===== config.mk =====
export PLATFORM = sky130hd
export DESIGN_NAME = jtag_cmd_executor
export DESIGN_NICKNAME = d
export VERILOG_FILES = /design/src/rtl/jtag_cmd_executor.sv
export SDC_FILE = /design/constraint.sdc
export NUM_CORES = 1
export LEC_CHECK = 0
export CELL_PAD_IN_SITES_DETAIL_PLACEMENT = 2
export CELL_PAD_IN_SITES_GLOBAL_PLACEMENT = 2
export CORE_UTILIZATION = 33
export CTS_CLUSTER_SIZE = 16
export DETAILED_ROUTE_END_ITERATION = 8
export GPL_TIMING_DRIVEN = 1
export PLACE_DENSITY_LB_ADDON = 0.15
export RECOVER_POWER = 25
export SYNTH_ARGS = -nofsm -noshare
export SYNTH_HDL_FRONTEND = slang
export SYNTH_SLANG_ARGS = --single-unit
export TNS_END_PERCENT = 100

===== constraint.sdc =====
create_clock -name iMAIN_CLK -period 2.2 [get_ports iMAIN_CLK]
set_input_delay 0.44 -clock iMAIN_CLK [delete_from_list [all_inputs] [get_ports iMAIN_CLK]]
set_output_delay 0.44 -clock iMAIN_CLK [all_outputs]
set_load 0.02 [all_outputs]

===== src/rtl/jtag_cmd_executor.sv =====
// jtag_cmd_executor: executes host-written JTAG command/write-data words as
// single read/write transfers on a valid/ready register bus, and reports
// status and read data back to the host-readable JTAG registers.
module jtag_cmd_executor #(
    parameter int WIDTH          = 32,
    parameter int ADDR_WIDTH     = 16,
    parameter int STABLE_CYCLES  = 4,
    parameter int TIMEOUT_CYCLES = 1024
) (
    input  logic                  iMAIN_CLK,
    input  logic                  iRESET_N,
    input  logic [WIDTH-1:0]      iCMD,
    input  logic [WIDTH-1:0]      iWDATA,
    output logic [WIDTH-1:0]      oSTATUS,
    output logic [WIDTH-1:0]      oRDATA,
    output logic                  oBUS_VALID,
    output logic                  oBUS_WRITE,
    output logic [ADDR_WIDTH-1:0] oBUS_ADDR,
    output logic [WIDTH-1:0]      oBUS_WDATA,
    input  logic                  iBUS_READY,
    input  logic [WIDTH-1:0]      iBUS_RDATA,
    input  logic                  iBUS_ERR
);

    localparam int SC_W = $clog2(STABLE_CYCLES + 1);
    localparam int TO_W = $clog2(TIMEOUT_CYCLES + 1);
    localparam logic [SC_W-1:0] SC_LAST = SC_W'(STABLE_CYCLES - 1);
    localparam logic [SC_W-1:0] SC_ONE  = SC_W'(1);
    localparam logic [TO_W-1:0] TO_LAST = TO_W'(TIMEOUT_CYCLES - 1);
    localparam logic [TO_W-1:0] TO_ONE  = TO_W'(1);

    typedef enum logic [1:0] {
        ST_IDLE   = 2'd0,
        ST_SETTLE = 2'd1,
        ST_REQ    = 2'd2
    } state_t;

    // Two-flop capture of the quasi-static JTAG words
    logic [WIDTH-1:0] r_cmd_m;
    logic [WIDTH-1:0] r_cmd_s;
    logic [WIDTH-1:0] r_wdata_m;
    logic [WIDTH-1:0] r_wdata_s;

    // Command acceptance and bus control state
    state_t            r_state;
    logic [WIDTH-1:0]  r_snap_cmd;
    logic [WIDTH-1:0]  r_snap_wdata;
    logic [SC_W-1:0]   r_stable_cnt;
    logic [TO_W-1:0]   r_wait_cnt;
    logic              r_bus_valid;
    logic              r_bus_write;
    logic [ADDR_WIDTH-1:0] r_bus_addr;
    logic [WIDTH-1:0]  r_bus_wdata;

    // Host-visible status fields; the last completed tag doubles as the
    // reference against which new commands are detected
    logic              r_last_tag;
    logic              r_busy;
    logic              r_timeout;
    logic              r_bus_err;
    logic [7:0]        r_count;
    logic [ADDR_WIDTH-1:0] r_addr;
    logic [WIDTH-1:0]  r_rdata;

    logic [WIDTH-1:0]  w_status;

    // Capture JTAG command and write data through a two-register stage
    always_ff @(posedge iMAIN_CLK or negedge iRESET_N) begin
        if (!iRESET_N) begin
            r_cmd_m   <= '0;
            r_cmd_s   <= '0;
            r_wdata_m <= '0;
            r_wdata_s <= '0;
        end else begin
            r_cmd_m   <= iCMD;
            r_cmd_s   <= r_cmd_m;
            r_wdata_m <= iWDATA;
            r_wdata_s <= r_wdata_m;
        end
    end

    // Command FSM: detect tag toggle, wait for stable words, run one transfer
    always_ff @(posedge iMAIN_CLK or negedge iRESET_N) begin
        if (!iRESET_N) begin
            r_state      <= ST_IDLE;
            r_snap_cmd   <= '0;
            r_snap_wdata <= '0;
            r_stable_cnt <= '0;
            r_wait_cnt   <= '0;
            r_bus_valid  <= 1'b0;
            r_bus_write  <= 1'b0;
            r_bus_addr   <= '0;
            r_bus_wdata  <= '0;
            r_last_tag   <= 1'b0;
            r_busy       <= 1'b0;
            r_timeout    <= 1'b0;
            r_bus_err    <= 1'b0;
            r_count      <= 8'd0;
            r_addr       <= '0;
            r_rdata      <= '0;
        end else begin
            case (r_state)
                ST_IDLE: begin
                    if (r_cmd_s[WIDTH-1] != r_last_tag) begin
                        r_snap_cmd   <= r_cmd_s;
                        r_snap_wdata <= r_wdata_s;
                        r_stable_cnt <= '0;
                        r_busy       <= 1'b1;
                        r_state      <= ST_SETTLE;
                    end else begin
                        r_state <= ST_IDLE;
                    end
                end
                ST_SETTLE: begin
                    if (r_cmd_s[WIDTH-1] == r_last_tag) begin
                        // Host withdrew the command before it settled
                        r_busy  <= 1'b0;
                        r_state <= ST_IDLE;
                    end else if ({r_cmd_s, r_wdata_s} != {r_snap_cmd, r_snap_wdata}) begin
                        r_snap_cmd   <= r_cmd_s;
                        r_snap_wdata <= r_wdata_s;
                        r_stable_cnt <= '0;
                    end else if (r_stable_cnt == SC_LAST) begin
                        r_bus_write <= r_snap_cmd[WIDTH-2];
                        r_bus_addr  <= r_snap_cmd[ADDR_WIDTH-1:0];
                        r_bus_wdata <= r_snap_wdata;
                        r_bus_valid <= 1'b1;
                        r_wait_cnt  <= '0;
                        r_state     <= ST_REQ;
                    end else begin
                        r_stable_cnt <= r_stable_cnt + SC_ONE;
                    end
                end
                ST_REQ: begin
                    if (iBUS_READY) begin
                        // Handshake completion; read data only kept on a clean read
                        if (!r_bus_write && !iBUS_ERR) begin
                            r_rdata <= iBUS_RDATA;
                        end else begin
                            r_rdata <= r_rdata;
                        end
                        r_bus_valid <= 1'b0;
                        r_bus_err   <= iBUS_ERR;
                        r_timeout   <= 1'b0;
                        r_last_tag  <= r_snap_cmd[WIDTH-1];
                        r_addr      <= r_bus_addr;
                        r_count     <= r_count + 8'd1;
                        r_busy      <= 1'b0;
                        r_state     <= ST_IDLE;
                    end else if (r_wait_cnt == TO_LAST) begin
                        // Slave never answered; abandon the transfer
                        r_bus_valid <= 1'b0;
                        r_bus_err   <= 1'b0;
                        r_timeout   <= 1'b1;
                        r_last_tag  <= r_snap_cmd[WIDTH-1];
                        r_addr      <= r_bus_addr;
                        r_count     <= r_count + 8'd1;
                        r_busy      <= 1'b0;
                        r_state     <= ST_IDLE;
                    end else begin
                        r_wait_cnt <= r_wait_cnt + TO_ONE;
                    end
                end
                default: begin
                    r_bus_valid <= 1'b0;
                    r_busy      <= 1'b0;
                    r_state     <= ST_IDLE;
                end
            endcase
        end
    end

    // Pack status fields into the host-readable status word
    always_comb begin
        w_status                   = '0;
        w_status[WIDTH-1]          = r_last_tag;
        w_status[WIDTH-2]          = r_busy;
        w_status[WIDTH-3]          = r_timeout;
        w_status[WIDTH-4]          = r_bus_err;
        w_status[WIDTH-5 -: 8]     = r_count;
        w_status[ADDR_WIDTH-1:0]   = r_addr;
    end

    assign oSTATUS    = w_status;
    assign oRDATA     = r_rdata;
    assign oBUS_VALID = r_bus_valid;
    assign oBUS_WRITE = r_bus_write;
    assign oBUS_ADDR  = r_bus_addr;
    assign oBUS_WDATA = r_bus_wdata;

endmodule


== After elaboration in Yosys (flattened, before gate mapping) ==
Cells that the tools add are included.

* Add/sub/neg operators: 3
* Multiply operators: 0
* Div/mod/pow operators: 0
* Order comparisons: 0
* Equality and inequality tests: 19
* Shift-type cells: 0
* Muxes and demuxes: 44
* Bitwise operators: 3
* Reduce and logical (&&, ||, !) cells: 16

{| class="wikitable"
|+ Operator list
! operator !! number
|-
| 32-bit 2-to-1 mux || 6
|-
| 32-bit case mux with 2 select lines || 2
|-
| 64-bit != test || 1
|-
| 11-bit 2-to-1 mux || 5
|-
| 16-bit 2-to-1 mux || 2
|-
| 11-bit case mux with 2 select lines || 1
|-
| 8-bit 2-to-1 mux || 2
|-
| 2-bit != test (second input constant) || 8
|-
| 1-bit 2-to-1 mux || 13
|-
| 3-bit 2-to-1 mux || 4
|-
| 3-bit != test (second input constant) || 4
|-
| 4-bit AND reduction || 3
|-
| 11-bit by 1-bit adder with 11-bit output (second input constant) || 1
|-
| 11-bit by 10-bit == test with 1-bit output (second input constant) || 1
|-
| 2-bit 2-to-1 mux || 5
|-
| 3-bit AND reduction || 3
|-
| 8-bit by 1-bit adder with 8-bit output (second input constant) || 1
|-
| 1-bit case mux with 3 select lines || 2
|-
| 2-bit case mux with 3 select lines || 1
|-
| 3-bit case mux with 2 select lines || 1
|-
| 6-bit AND reduction || 1
|-
| 2-bit nonzero test || 3
|-
| 5-bit AND reduction || 1
|-
| 3-bit by 1-bit adder with 3-bit output (second input constant) || 1
|-
| other kinds (10) || 13
|}

* Register bits after elaboration: 318
* Latch bits: 0
* Bits in writable memories: 0
* Memory bits (read-only): 0
* Bits of input ports: 100
* Memories kept: 0

== Depth between registers and ports, before layout ==
Gate-level depths: netlist (run 1).

* Word-level depth: 5
* Mapped depth: 8

== Worst setup path before layout (run 1) ==
Ideal clock, no wire load.

* Path kind: reg-to-reg
* From: register r_snap_wdata[7]
* To: register r_snap_cmd[11]
* Setup time: 0.125 ns
* Arrival time: 2.049 ns
* Required time: 2.075 ns
* Path slack: 0.026 ns
* Cell stages (with the launch flop): 8
* Path buffers: 1
* Period minus slack after synthesis: 2.174 ns
* Cell sequence: dfrtp_1 xnor2_1 nand4_1 nor4b_1 nand4_1 o21ai_4 buf_4 mux2_2

* Word-level cells in the longest chain between the ends: 3

{| class="wikitable"
|+ RTL lines
! what !! RTL line !! text
|-
| start, declared || 47 || <nowiki>logic [WIDTH-1:0] r_snap_wdata;</nowiki>
|-
| start signal, assigned || 106 || <nowiki>r_snap_wdata <= r_wdata_s;</nowiki>
|-
| start signal, assigned || 121 || <nowiki>r_snap_wdata <= r_wdata_s;</nowiki>
|-
| 64-bit != test || 119 || <nowiki>end else if ({r_cmd_s, r_wdata_s} != {r_snap_cmd, r_snap_wdata}) begin</nowiki>
|-
| 2-bit != test (no source line) || -- ||
|-
| 4-bit AND reduction (no source line) || -- ||
|-
| end signal, assigned || 105 || <nowiki>r_snap_cmd <= r_cmd_s;</nowiki>
|-
| end signal, assigned || 120 || <nowiki>r_snap_cmd <= r_cmd_s;</nowiki>
|-
| end, declared || 46 || <nowiki>logic [WIDTH-1:0] r_snap_cmd;</nowiki>
|}

No other way between the ends.
A chain may end at the register's enable or synchronous reset.

== Final worst setup path (run 1) ==
* From: register r_snap_cmd[15]
* To: register r_snap_wdata[3]

* Word-level cells in the longest chain between the ends: 3

{| class="wikitable"
|+ RTL lines
! what !! RTL line
|-
| 64-bit != test || 119
|-
| 2-bit != test (no source line) || --
|-
| 4-bit AND reduction (no source line) || --
|}

No other way between the ends.

==> metrics.txt, run 1 <==
outcome=finished, violations left; failing checks=negative setup slack; critical-path maximum fanout=5; Pwr Density=813 nW/um2; Post-synth EDFFs=0; largest net degree at the start of global routing=66; Register Area=7960 um2; via/cell ratio=around 4.7; Detailed Routing Iterations Pass 1=4; CP Capture Type=flip-flop; CP arrival=roughly 3000 ps; maximum VDD drop=0.000533 V; first-pass GRT wire length=51.8 mm; WS Path Type=reg2reg; Routed Antenna Nets=0; netlist area before placement=11500 um2; sequential area share after synthesis=~69%; critical path startpoint category=flip-flop; initial antenna violation count=3; worst hold-check path type=reg2reg; register bit total from synthesis=~320; distinct cell type count after synthesis=39; share of cells above drive strength 1=between 30% and 40%; Detail Placement HPWL=roughly 21 mm; CTS max path bufs=3; cells after synthesis=between 700 and 800; io pins=around 210; syn avg cell area=~16 um2; chip height=between 150 and 200 um; FMAX=slightly below 0.4 GHz; switch share=23.2%; multi-input logic area=3860 um2; number of nets in the layout=around 1200; Slew Limit Fails=0; H-tree depth=2; Reg clk slew, reported paths=roughly 60 ps; Horiz. Die Dim=between 150 and 200 um; RSZ-0062 raised after global routing=true; sw power=approximately 3.2 mW; clk sink count=between 300 and 400; most common cell in the synthesized netlist=dfrtp_1; max cap viols=0; Worst-Margin Slew=about 1500 ps; routed vias=approximately 7400; Max Clock Skew=between 10 and 15 ps; Final Instance Count excl. Fillers=approximately 1600; Root Buffer=clkbuf_16; Clock Latency Late Sink=approximately 520 ps; fillers=3186; Synth area leaders=dfrtp_1, mux2_2, xnor2_1, nand4_1, buf_4; Synth Warn #=0; Pleak=approximately 7.8 nW; GP Congestion=0.747; Iter 0 DRT Violations=230; period utilization=118%; Area Growth Syn to Fin=48.6%; reg2reg setup slack=-390 ps; CTS tree=yes; internal power=around 11 mW; Synth top cells by count=dfrtp_1, mux2_2, xnor2_1; grt total ovfl=0; WL/cell=approximately 22 um; Max-slew headroom=less than 1%; Critical Path RT=~2600 ps; total track usage=19.1%; # DRC=0; Die Area=~36000 um2; Cell Rows=slightly below 70; IO buf count=between 200 and 250; placed cell count=about 1500; Finish-stage setup viols=about 130; vias in the first global route=between 8000 and 9000; combinational share of power=10.0%; top_reg_cell synth=dfrtp_1; Place WS=-424 ps; FFs w/ async S/R, synth=between 90% and 100%; Hold Fails Final Rpt=0; Synth area leader=dfrtp_1; post-synth top area share=between 60 and 70%; TritonCTS Buffers=37; Seq pwr share=between 40% and 50%; Initial Utilization=33.4%; Routed WL=between 30 and 40 mm; clock share of power=between 40% and 50%; minimum clock period after layout=between 2000 and 3000 ps; Core ar.=between 30000 and 40000 um2; post-route setup slack=-390 ps
## flip-flops by register name, summed over array words and instances, names as in the netlist, 3 cells and up
name / count
r_cmd_s: 32
r_wdata_m: 32
r_wdata_s: 32
r_wait_cnt: 11
r_stable_cnt: 3
oRDATA: 32
oBUS_WDATA: 32
r_snap_cmd: 32
r_cmd_m: 32
r_snap_wdata: 32
r_addr: 16
r_count: 8
oBUS_ADDR: 16
## layout make-up
cell class | instances | share of cell area (%)
antenna | 2 | 0.0293
clock buffer | 54 | 6.62
clock inverter | 12 | 0.702
inverter | 6 | 0.132
multi-input combinational | 384 | 22.6
sequential | 318 | 46.5
tap | 455 | 3.33
timing repair buffer | 342 | 20.1
## cells in the final DEF (no fill, tap or decap), types with 10 or more instances in the layout
cell / synthesis / final
nand2_1: 22 / 22
buf_4: 15 / 105
clkbuf_16: 0 / 43
dlygate4sd3_1: 0 / 65
clkdlybuf4s50_1: 0 / 144
xnor2_1: 65 / 50
clkbuf_8: 0 / 10
xnor2_2: 0 / 15
nand4_1: 32 / 32
mux2_4: 0 / 89
dfrtp_1: 318 / 318
mux2_2: 158 / 74
buf_12: 0 / 12
## power by group through the flow
stage | clock [mW] | combinational (mW) | sequential (mW)
3_5_place_dp | 0 | 1.17 | 6.36
6_report | 6.24 | 1.38 | 6.29
4_1_cts | 6.39 | 1.34 | 6.27
5_1_grt | 6.63 | 1.48 | 6.31
3_3_place_gp | 0 | 1.15 | 6.34
2_1_floorplan | 0 | 0.387 | 6.32
## stage by stage
stage / cell area [um2] / setup TNS, ps / utilization [%] / hold WS (ps) / total power, mW
final: 17100 / -35910 / 49.7 / 345 / 13.9
after global routing: 17100 / -48820 / 49.7 / 349 / 14.4
after CTS: 16900 / -24890 / 49.0 / 337 / 14.0
after detailed placement: 15000 / -45200 / 43.4 / 336 / 7.54
after global placement: 15000 / -38550 / 43.4 / 331 / 7.49
after floorplan: 11500 / 0 / - / 144 / 6.71
## repair_timing
item | CTS | global route
buffers inserted | 8 | 4
hold buffers | 1 | 0
resized for setup | 113 | 30
endpoints found under the setup margin | 128 | 141
pin swaps | 9 | 8
endpoints found under the hold margin | 42 | 0
gates cloned | 7 | 4
## layer usage
layer	wire (um)	share of wire, %	vias to the layer above	track usage (%)
li1	-	-	3269	-
met1	14300	42	3895	24.2
met4	713	2.1	0	5.46
met2	18000	53	159	33.3
met3	1170	3.4	51	3.30
met5	0	0	-	0
## kinds of logic after synthesis
family	synth area share, %
adder cells (fa/ha/maj)	0.522
flip-flops	69.1
AND/OR/NAND/NOR	5.05
buffers and inverters	1.89
other	0.0326
multiplexers	16.0
AO/OA/AOI/OAI	1.85
XOR/XNOR	5.48
## critical path, stage by stage (launching register included)
cell	delay, ps
dfrtp_1	430
xnor2_2	270
nand4_1	160
nor4b_2	370
nand4_1	230
o21ai_4	300
buf_6	210
buf_12	150
mux2_1	340
## path summary, 6_finish.rpt
| path | start | endpoint | depth (start not counted) |
|---|---|---|---|
| worst max-delay path | r_snap_cmd[15] | r_snap_wdata[3] | 8 |
| worst min-delay path | r_cmd_m[5] | r_cmd_s[5] | 0 |
| worst max register to register | r_snap_cmd[15] | r_snap_wdata[3] | 8 |
| worst min register to register | r_cmd_m[5] | r_cmd_s[5] | 0 |
| max in group asynchronous | iRESET_N | r_wdata_s[24] | 3 |
| min in group asynchronous | iRESET_N | r_addr[12] | 2 |
Power figures use the tool's default switching activity.
==> run 2, diff against run 1 <==
--- a/config.mk
+++ b/config.mk
@@ -11,6 +11,7 @@
 export CTS_CLUSTER_SIZE = 16
 export DETAILED_ROUTE_END_ITERATION = 8
 export GPL_TIMING_DRIVEN = 1
+export HOLD_SLACK_MARGIN = 0.1
 export PLACE_DENSITY_LB_ADDON = 0.15
 export RECOVER_POWER = 25
 export SYNTH_ARGS = -nofsm -noshare
==> results of run 2 <==
Same layout as run 1: the final DEF is identical, and so are final timing and power.
==> run 3, diff against run 2 <==
--- a/config.mk
+++ b/config.mk
@@ -10,6 +10,7 @@
 export CORE_UTILIZATION = 33
 export CTS_CLUSTER_SIZE = 16
 export DETAILED_ROUTE_END_ITERATION = 8
+export GPL_ROUTABILITY_DRIVEN = 0
 export GPL_TIMING_DRIVEN = 1
 export HOLD_SLACK_MARGIN = 0.1
 export PLACE_DENSITY_LB_ADDON = 0.15
==> results of run 3 <==
Same layout as run 1: the final DEF is identical, and so are final timing and power.
